<file path="src/rtl/counter_cfg_sequencer.sv">
// Bus-master front end for the up/down counter: writes PLR/ULR/LLR/CCR, verifies them by readback,
// fires one start pulse, waits for ec and reports status plus run length.
module counter_cfg_sequencer #(
  parameter int WR_PULSE = 2,
  parameter int SETTLE   = 2,
  parameter int TIMEOUT  = 4096,
  parameter int RUN_W    = 16
) (
  input  logic             clk,
  input  logic             reset,
  input  logic             cfg_valid,
  output logic             cfg_ready,
  input  logic [7:0]       cfg_plr,
  input  logic [7:0]       cfg_ulr,
  input  logic [7:0]       cfg_llr,
  input  logic [7:0]       cfg_ccr,
  output logic [7:0]       bus_dout,
  output logic             bus_oe,
  input  logic [7:0]       bus_din,
  output logic             ncs,
  output logic             nwr,
  output logic             nrd,
  output logic             a1,
  output logic             a0,
  output logic             start,
  input  logic             ec,
  input  logic             err,
  output logic             done,
  output logic [1:0]       status,
  output logic [RUN_W-1:0] run_cycles
);

  localparam logic [2:0] S_IDLE   = 3'd0;
  localparam logic [2:0] S_PRECHK = 3'd1;
  localparam logic [2:0] S_WR     = 3'd2;
  localparam logic [2:0] S_RD     = 3'd3;
  localparam logic [2:0] S_SETTLE = 3'd4;
  localparam logic [2:0] S_START  = 3'd5;
  localparam logic [2:0] S_WAIT   = 3'd6;
  localparam logic [2:0] S_FIN    = 3'd7;

  localparam int CNT_W = $clog2(TIMEOUT + WR_PULSE + SETTLE + 2);
  localparam logic [CNT_W-1:0] PH_STRB = CNT_W'(WR_PULSE);
  localparam logic [CNT_W-1:0] PH_LAST = CNT_W'(WR_PULSE + 1);
  localparam logic [CNT_W-1:0] ST_LAST = CNT_W'(SETTLE - 1);
  localparam logic [CNT_W-1:0] TO_LAST = CNT_W'(TIMEOUT - 1);

  logic [2:0]           state_q, state_d;
  logic [CNT_W-1:0]     cnt_q, cnt_d;
  logic [1:0]           idx_q, idx_d;
  logic [3:0][7:0]      cfg_q, cfg_d;
  logic [1:0]           status_q, status_d;
  logic [RUN_W-1:0]     run_q, run_d;
  logic                 ncs_q, ncs_d, nwr_q, nwr_d, nrd_q, nrd_d;
  logic                 oe_q, oe_d, start_q, start_d, done_q, done_d, ready_q, ready_d;
  logic [7:0]           dout_q, dout_d;
  logic [1:0]           addr_q, addr_d;

  // Sequencer next-state: access phases counted by cnt, register index by idx.
  always_comb begin
    state_d  = state_q;
    cnt_d    = cnt_q;
    idx_d    = idx_q;
    cfg_d    = cfg_q;
    status_d = status_q;
    run_d    = run_q;
    case (state_q)
      S_IDLE: begin
        if (cfg_valid && ready_q) begin
          state_d  = S_PRECHK;
          cfg_d    = {cfg_ccr, cfg_llr, cfg_ulr, cfg_plr};
          status_d = 2'b00;
          run_d    = '0;
        end else begin
          state_d = S_IDLE;
        end
      end
      S_PRECHK: begin
        cnt_d = '0;
        idx_d = 2'd0;
        if ((cfg_q[0] < cfg_q[2]) || (cfg_q[0] > cfg_q[1])) begin
          state_d  = S_FIN;
          status_d = 2'b10;
        end else begin
          state_d = S_WR;
        end
      end
      S_WR: begin
        if (cnt_q == PH_LAST) begin
          cnt_d = '0;
          if (idx_q == 2'd3) begin
            state_d = S_RD;
            idx_d   = 2'd0;
          end else begin
            idx_d = idx_q + 2'd1;
          end
        end else begin
          cnt_d = cnt_q + CNT_W'(1);
        end
      end
      S_RD: begin
        // A locked counter ignores writes, so a stale readback shows up here.
        if ((cnt_q == PH_STRB) && (bus_din != cfg_q[idx_q])) begin
          state_d  = S_FIN;
          status_d = 2'b01;
        end else if (cnt_q == PH_LAST) begin
          cnt_d = '0;
          if (idx_q == 2'd3) begin
            state_d = S_SETTLE;
            idx_d   = 2'd0;
          end else begin
            idx_d = idx_q + 2'd1;
          end
        end else begin
          cnt_d = cnt_q + CNT_W'(1);
        end
      end
      S_SETTLE: begin
        if (cnt_q == ST_LAST) begin
          cnt_d = '0;
          if (err) begin
            state_d  = S_FIN;
            status_d = 2'b10;
          end else begin
            state_d = S_START;
          end
        end else begin
          cnt_d = cnt_q + CNT_W'(1);
        end
      end
      S_START: begin
        state_d = S_WAIT;
        cnt_d   = '0;
      end
      S_WAIT: begin
        if (ec) begin
          state_d  = S_FIN;
          status_d = 2'b00;
        end else begin
          run_d = (&run_q) ? run_q : run_q + RUN_W'(1);
          if (cnt_q == TO_LAST) begin
            state_d  = S_FIN;
            status_d = 2'b11;
          end else begin
            cnt_d = cnt_q + CNT_W'(1);
          end
        end
      end
      S_FIN:   state_d = S_IDLE;
      default: state_d = S_IDLE;
    endcase
  end

  // Output decode from the next state so every bus pin comes straight from a flop.
  always_comb begin
    ncs_d   = 1'b1;
    nwr_d   = 1'b1;
    nrd_d   = 1'b1;
    oe_d    = 1'b0;
    dout_d  = 8'h00;
    addr_d  = 2'b00;
    start_d = (state_d == S_START);
    done_d  = (state_d == S_FIN);
    ready_d = (state_d == S_IDLE);
    case (state_d)
      S_WR: begin
        ncs_d  = 1'b0;
        addr_d = idx_d;
        dout_d = cfg_d[idx_d];
        oe_d   = (cnt_d != PH_LAST);
        nwr_d  = (cnt_d == '0) || (cnt_d == PH_LAST);
      end
      S_RD: begin
        ncs_d  = 1'b0;
        addr_d = idx_d;
        nrd_d  = (cnt_d == '0) || (cnt_d == PH_LAST);
      end
      S_SETTLE, S_START, S_WAIT: ncs_d = 1'b0;
      default: ncs_d = 1'b1;
    endcase
  end

  // State and output registers with synchronous active-low reset.
  always_ff @(posedge clk) begin
    if (!reset) begin
      state_q  <= S_IDLE;
      cnt_q    <= '0;
      idx_q    <= 2'd0;
      cfg_q    <= '0;
      status_q <= 2'b00;
      run_q    <= '0;
      ncs_q    <= 1'b1;
      nwr_q    <= 1'b1;
      nrd_q    <= 1'b1;
      oe_q     <= 1'b0;
      dout_q   <= 8'h00;
      addr_q   <= 2'b00;
      start_q  <= 1'b0;
      done_q   <= 1'b0;
      ready_q  <= 1'b1;
    end else begin
      state_q  <= state_d;
      cnt_q    <= cnt_d;
      idx_q    <= idx_d;
      cfg_q    <= cfg_d;
      status_q <= status_d;
      run_q    <= run_d;
      ncs_q    <= ncs_d;
      nwr_q    <= nwr_d;
      nrd_q    <= nrd_d;
      oe_q     <= oe_d;
      dout_q   <= dout_d;
      addr_q   <= addr_d;
      start_q  <= start_d;
      done_q   <= done_d;
      ready_q  <= ready_d;
    end
  end

  assign cfg_ready  = ready_q;
  assign bus_dout   = dout_q;
  assign bus_oe     = oe_q;
  assign ncs        = ncs_q;
  assign nwr        = nwr_q;
  assign nrd        = nrd_q;
  assign a1         = addr_q[1];
  assign a0         = addr_q[0];
  assign start      = start_q;
  assign done       = done_q;
  assign status     = status_q;
  assign run_cycles = run_q;

endmodule

</file>
<file path="config.mk">
export PLATFORM = sky130hd
export DESIGN_NAME = counter_cfg_sequencer
export DESIGN_NICKNAME = d
export VERILOG_FILES = /design/src/rtl/counter_cfg_sequencer.sv
export SDC_FILE = /design/constraint.sdc
export NUM_CORES = 1
export LEC_CHECK = 0
export CORE_ASPECT_RATIO = 1.1
export CORE_UTILIZATION = 58
export CTS_CLUSTER_DIAMETER = 60
export DETAILED_ROUTE_END_ITERATION = 10
export MAX_ROUTING_LAYER = met4
export PLACE_DENSITY = 0.9
export SYNTH_ARGS = -nofsm -noshare
export SYNTH_HDL_FRONTEND = slang
export SYNTH_SLANG_ARGS = --single-unit
export TNS_END_PERCENT = 20
</file>
<file path="constraint.sdc">
create_clock -name clk -period 4.85 [get_ports clk]
set_clock_uncertainty 0.15 [all_clocks]
set_input_delay 0.7275 -clock clk [delete_from_list [all_inputs] [get_ports clk]]
set_output_delay 0.7275 -clock clk [all_outputs]
set_load 0.005 [all_outputs]
</file>
-- After elaboration in Yosys (flattened, before gate mapping)
Cells that the tools add are included.
- latch bits: 0
- register bits after elaboration: 85
- memories kept: 0
- output and inout port bits: 35
- input bits: 45
- memory bits (read-only): 0
- RAM bits: 0
- multipliers: 0
- bitwise logic cells: 0
- add/subtract/negate cells: 3
- shift-type cells: 0
- equal/unequal tests: 29
- reductions and logical operators: 18
- div/mod/pow operators: 0
- mux-type cells: 41
- order comparisons: 4
- operators with widths (operator ; count):
    $mux W13 ; 5
    $pmux W13 S5 ; 1
    $mux W32 ; 2
    $mux W16 ; 3
    $eq A13 B2 Y1 const B ; 3
    $bmux W8 S2 ; 2
    $pmux W16 S2 ; 1
    $mux W3 ; 9
    $eq A3 B3 Y1 const B ; 8
    $pmux W3 S8 ; 1
    $mux W2 ; 11
    $add A16 B1 Y16 const B ; 1
    $mux W8 ; 2
    $reduce_and A16 Y1 ; 1
    $ne A2 B2 Y1 const B ; 7
    $add A13 B1 Y13 const B ; 1
    $eq A13 B1 Y1 const B ; 1
    $eq A13 B12 Y1 const B ; 1
    $logic_not A13 Y1 ; 1
    $ne A13 B2 Y1 const B ; 1
    $eq A3 B2 Y1 const B ; 4
    $pmux W2 S5 ; 1
    $gt A8 B8 Y1 ; 1
    $lt A8 B8 Y1 ; 1
    other kinds (18) ; 26

-- Depth between registers and ports, before layout
- word-level depth: 9
- gate-level depth with buffers: 12
- mapped depth without buffers: 11

-- Least setup slack after synthesis
OpenSTA, ideal clock, no wires.
- kind: register -> register
- from: reg idx_q[0]
- to: reg dout_q[7] (netlist: bus_dout[7])
- path buffers: 2
- library setup time: 0.075 ns
- cell stages (with the launch flop): 12
- required time: 4.625 ns
- arrival: 2.594 ns
- slack: 2.031 ns
- cell sequence: dfxtp_1 > buf_6 > mux4_2 > xnor2_1 > nand4_1 > nor2_4 > nor3_2 > nor3b_4 > nand2_2 > or3b_1 > buf_2 > o22ai_1
- cells in the longest elaborated chain, start to end: 8
- elaborated cells on any way between the ends: 20
- classes of those cells: add/sub: 1; eq/ne: 3; mux: 14; reduce/logical: 2
- RTL lines (element ; RTL line ; source):
    start: declaration ; 50 ; logic [1:0] idx_q, idx_d;
    start signal: assignment ; 204 ; idx_q <= idx_d;
    $bmux W8 S2 ; 103 ; if ((cnt_q == PH_STRB) && (bus_din != cfg_q[idx_q])) begin
    $mux W8 (implied by the code) ; 103 ;
    $ne A8 B8 Y1 ; 103 ;
    $logic_and A1 B1 Y1 ; 103 ;
    $mux W3 or $mux W2 (tied branches) ; 103 ;
    $pmux W3 S8 or $pmux W2 S3 (tied branches) ; 67 ; case (state_q)
    $eq A3 B2 Y1 or $bmux W8 S2 (tied branches) ; 165, 169 ;
    $reduce_and A2 Y1 (no line) or $mux W8 (tied branches) ; - ;
    end signal: assignment ; 212 ; dout_q <= dout_d;
    end: declaration ; 56 ; logic [7:0] dout_q, dout_d;
Parallel ways exist; a longest one is shown, timed or not. The select of a mux whose other input is x is not followed.
A chain may end at the register's enable or synchronous reset.

-- Final worst setup path
- from: reg idx_q[0]
- to: reg dout_q[2] (netlist: bus_dout[2])
The elaborated chain is that of the path after synthesis.

==> impl_metrics.ini <==
[detailed_routing]
avgViaCountPerCell = 6.08
firstDrtPassIters = 5
wl_per_cell_um = 16.8
drt-total-wl_mm = 13.1
vias = 4770
drc = 0
dr.first_iter.drc_count = 341
ant_nets = 0

[floorplanning]
core_area_um2 = 8040
rows = 34
dieHeight_um = 98.4
start_util = 0.610
die_w_um = 89.7
dieArea_um2 = 8830
pin_count = 80

[timing]
slew_viol_final = 0
hold_ws_ps = 326
slew_headroom = 0.457
grt_setup_unrepaired = no
finalCriticalPeriod_ps = 3840
hold_viol_final = 0
period_share = 0.791
tns_ps = 0
clock.fmax_mhz = 261
setup_viol = 0
worstMarginPinSlew_ps = 814

[global_route]
grt_max_degree = 58
grt_pass1_vias = 4643
grt_pass1_wl_mm = 21.7
antenna_found_initial = 0
gr-usage-all-layers = 0.326
grt.overflow.total = 0

[logic_synthesis]
ys_seq_elements = 85
synthCells = 614
async_flop_share = 0
synth_top_area_share = 0.347
ys_types = 61
syn-cell-area_um2 = 4900
yosysWarnings = 0
synthTopCellsByArea = dfxtp_1 35%, nand2_1 7.7%, a21boi_0 6.0%
postSynthAreaPerCell_um2 = 7.99
synth_ff_type = dfxtp_1
synth_edf_count = 0
synth_nets = 679
yosysTopAreaCell = dfxtp_1
ys_seq_area_frac = 0.347

[worst_setup_path]
path_class = reg2reg
critPathBufInv = 0
timing.rr.end = bus_dout[2]
cp_slowest_cell = dfxtp_1
path_cells = mux4_2, xnor2_1, nand4_1, nor2_4, o31a_1, and2_1, nor2_1, a211oi_1, o22ai_1
cpLargestDelayFamily = simple AND/OR/NAND/NOR gates
critPathRequiredTime_ps = 4930
r2r-start = idx_q[0]
cp_max_fo = 24
crit_path_end_kind = register
r2r_cells = 9
worstPathArrival_ps = 3920
critPathMaxStageDelay_ps = 790
start_kind = register
r2r_slack_ps = 1010

[run_status]
status = finished, final reports clean

[layout]
final_util = 0.733
antennaDiodeCount = 0
area_growth_pct = 20.1
layout_common_cells = 101 x nand2_1, 85 x dfxtp_1, 79 x clkdlybuf4s50_1
final_area_um2 = 5890
mostFrequentLayoutCell = nand2_1
drive_gt1_frac = 0.0518
layout.nets = 737

[pwr]
power_mw = 2.52
power_density_nw_per_um2 = 427
p_leak_nw = 2.05
irDropWorstVdd_uv = 235

[placement]
gp_congestion = 0.962
port_buffers = 79
placement.cell_area_um2 = 5710
hpwl_mm = 9.32

[clocking]
cts_sinks = 85
clockBufferDepth = 2
hold_buffers = 0
clkSlewWorstSetupHoldPaths_ps = 90
cts_tree = yes
cts_setup_buffers = 0
clkLatencyLatePin_ps = 370
htreeDepth = 3
cts_buffers = 9
ctsResizeCount = 0
clock-root-buffer = clkbuf_8

[worst_hold_path]
min_from = status[0]
whs_endpoint = status[0]
hold_class = reg2reg
whs_path_depth = 2

[run]
max_cap_violations = 0
[final cells by class]
cell class	count	area, um^2
Clock buffer	11	131
Clock inverter	4	50.0
Fill cell	590	2150
Inverter	30	113
Multi-Input combinational cell	463	2940
Sequential cell	85	1700
Tap cell	108	135
Timing Repair Buffer	83	821
[registers in the layout (all words and copies together) (netlist names)]
name	flops
cfg_q	32
bus_oe	1
status	2
start	1
run_cycles	16
cfg_ready	1
state_q	3
idx_q	2
nwr	1
cnt_q	13
done	1
nrd	1
addr_q	2
ncs	1
bus_dout	8
[metrics by stage]
stage / setup slack [ps] / instances
CTS: 1090 / 784
detailed placement: 1160 / 769
floorplan: 2030 / 614
global route: 742 / 784
finish: 1010 / 784
global placement: 1300 / 769
[tightest hold or removal path, stage by stage, from the launching register on]
cell and delay, ps:
dfxtp_1 320, nand2_1 50, a21boi_0 60
[cell usage after synthesis, drive strengths merged, types with 8 or more instances]
cell / instances
a211oi: 10
a21boi: 43
a21oi: 38
and2: 11
buf: 12
clkbuf: 24
dfxtp: 85
ha: 20
inv: 30
mux4: 8
nand2: 102
nand3: 16
nand4: 8
nor2: 43
nor2b: 15
nor3: 13
o21ai: 26
o22ai: 13
or3: 8
xnor2: 13
[metal layers]
metal	global-route usage	up-vias	part of all wire
met4	0.151	0	0.037
met1	0.370	2235	0.39
met3	0.0645	59	0.057
met5	-	-	0
li1	-	2292	-
met2	0.542	184	0.51
[logic make-up after synthesis]
family | Yosys count | share of synthesized area
flip-flops | 85 | 0.347
multiplexers | 9 | 0.0393
buffers and inverters | 66 | 0.0543
AO/OA/AOI/OAI | 168 | 0.229
adder cells (fa/ha/maj) | 20 | 0.0510
AND/OR/NAND/NOR | 246 | 0.244
XOR/XNOR | 20 | 0.0357
[worst max path at each step]
stage                     startpoint     endpoint  depth (start not counted)
after floorplan             idx_q[0]  bus_dout[7]                         11
after global placement      idx_q[0]       bus_oe                          9
after detailed placement    idx_q[0]  bus_dout[5]                          9
after CTS                   idx_q[0]  bus_dout[2]                          9
after global routing        idx_q[0]  bus_dout[5]                          9
final                       idx_q[0]  bus_dout[2]                          9
[where the power goes]
part	switching [mW]	internal, mW
combinational	0.651	0.451
sequential	0.131	0.799
clock	0.252	0.235
total	1.03	1.48
Note: power is estimated with default switching activity, not from simulation.
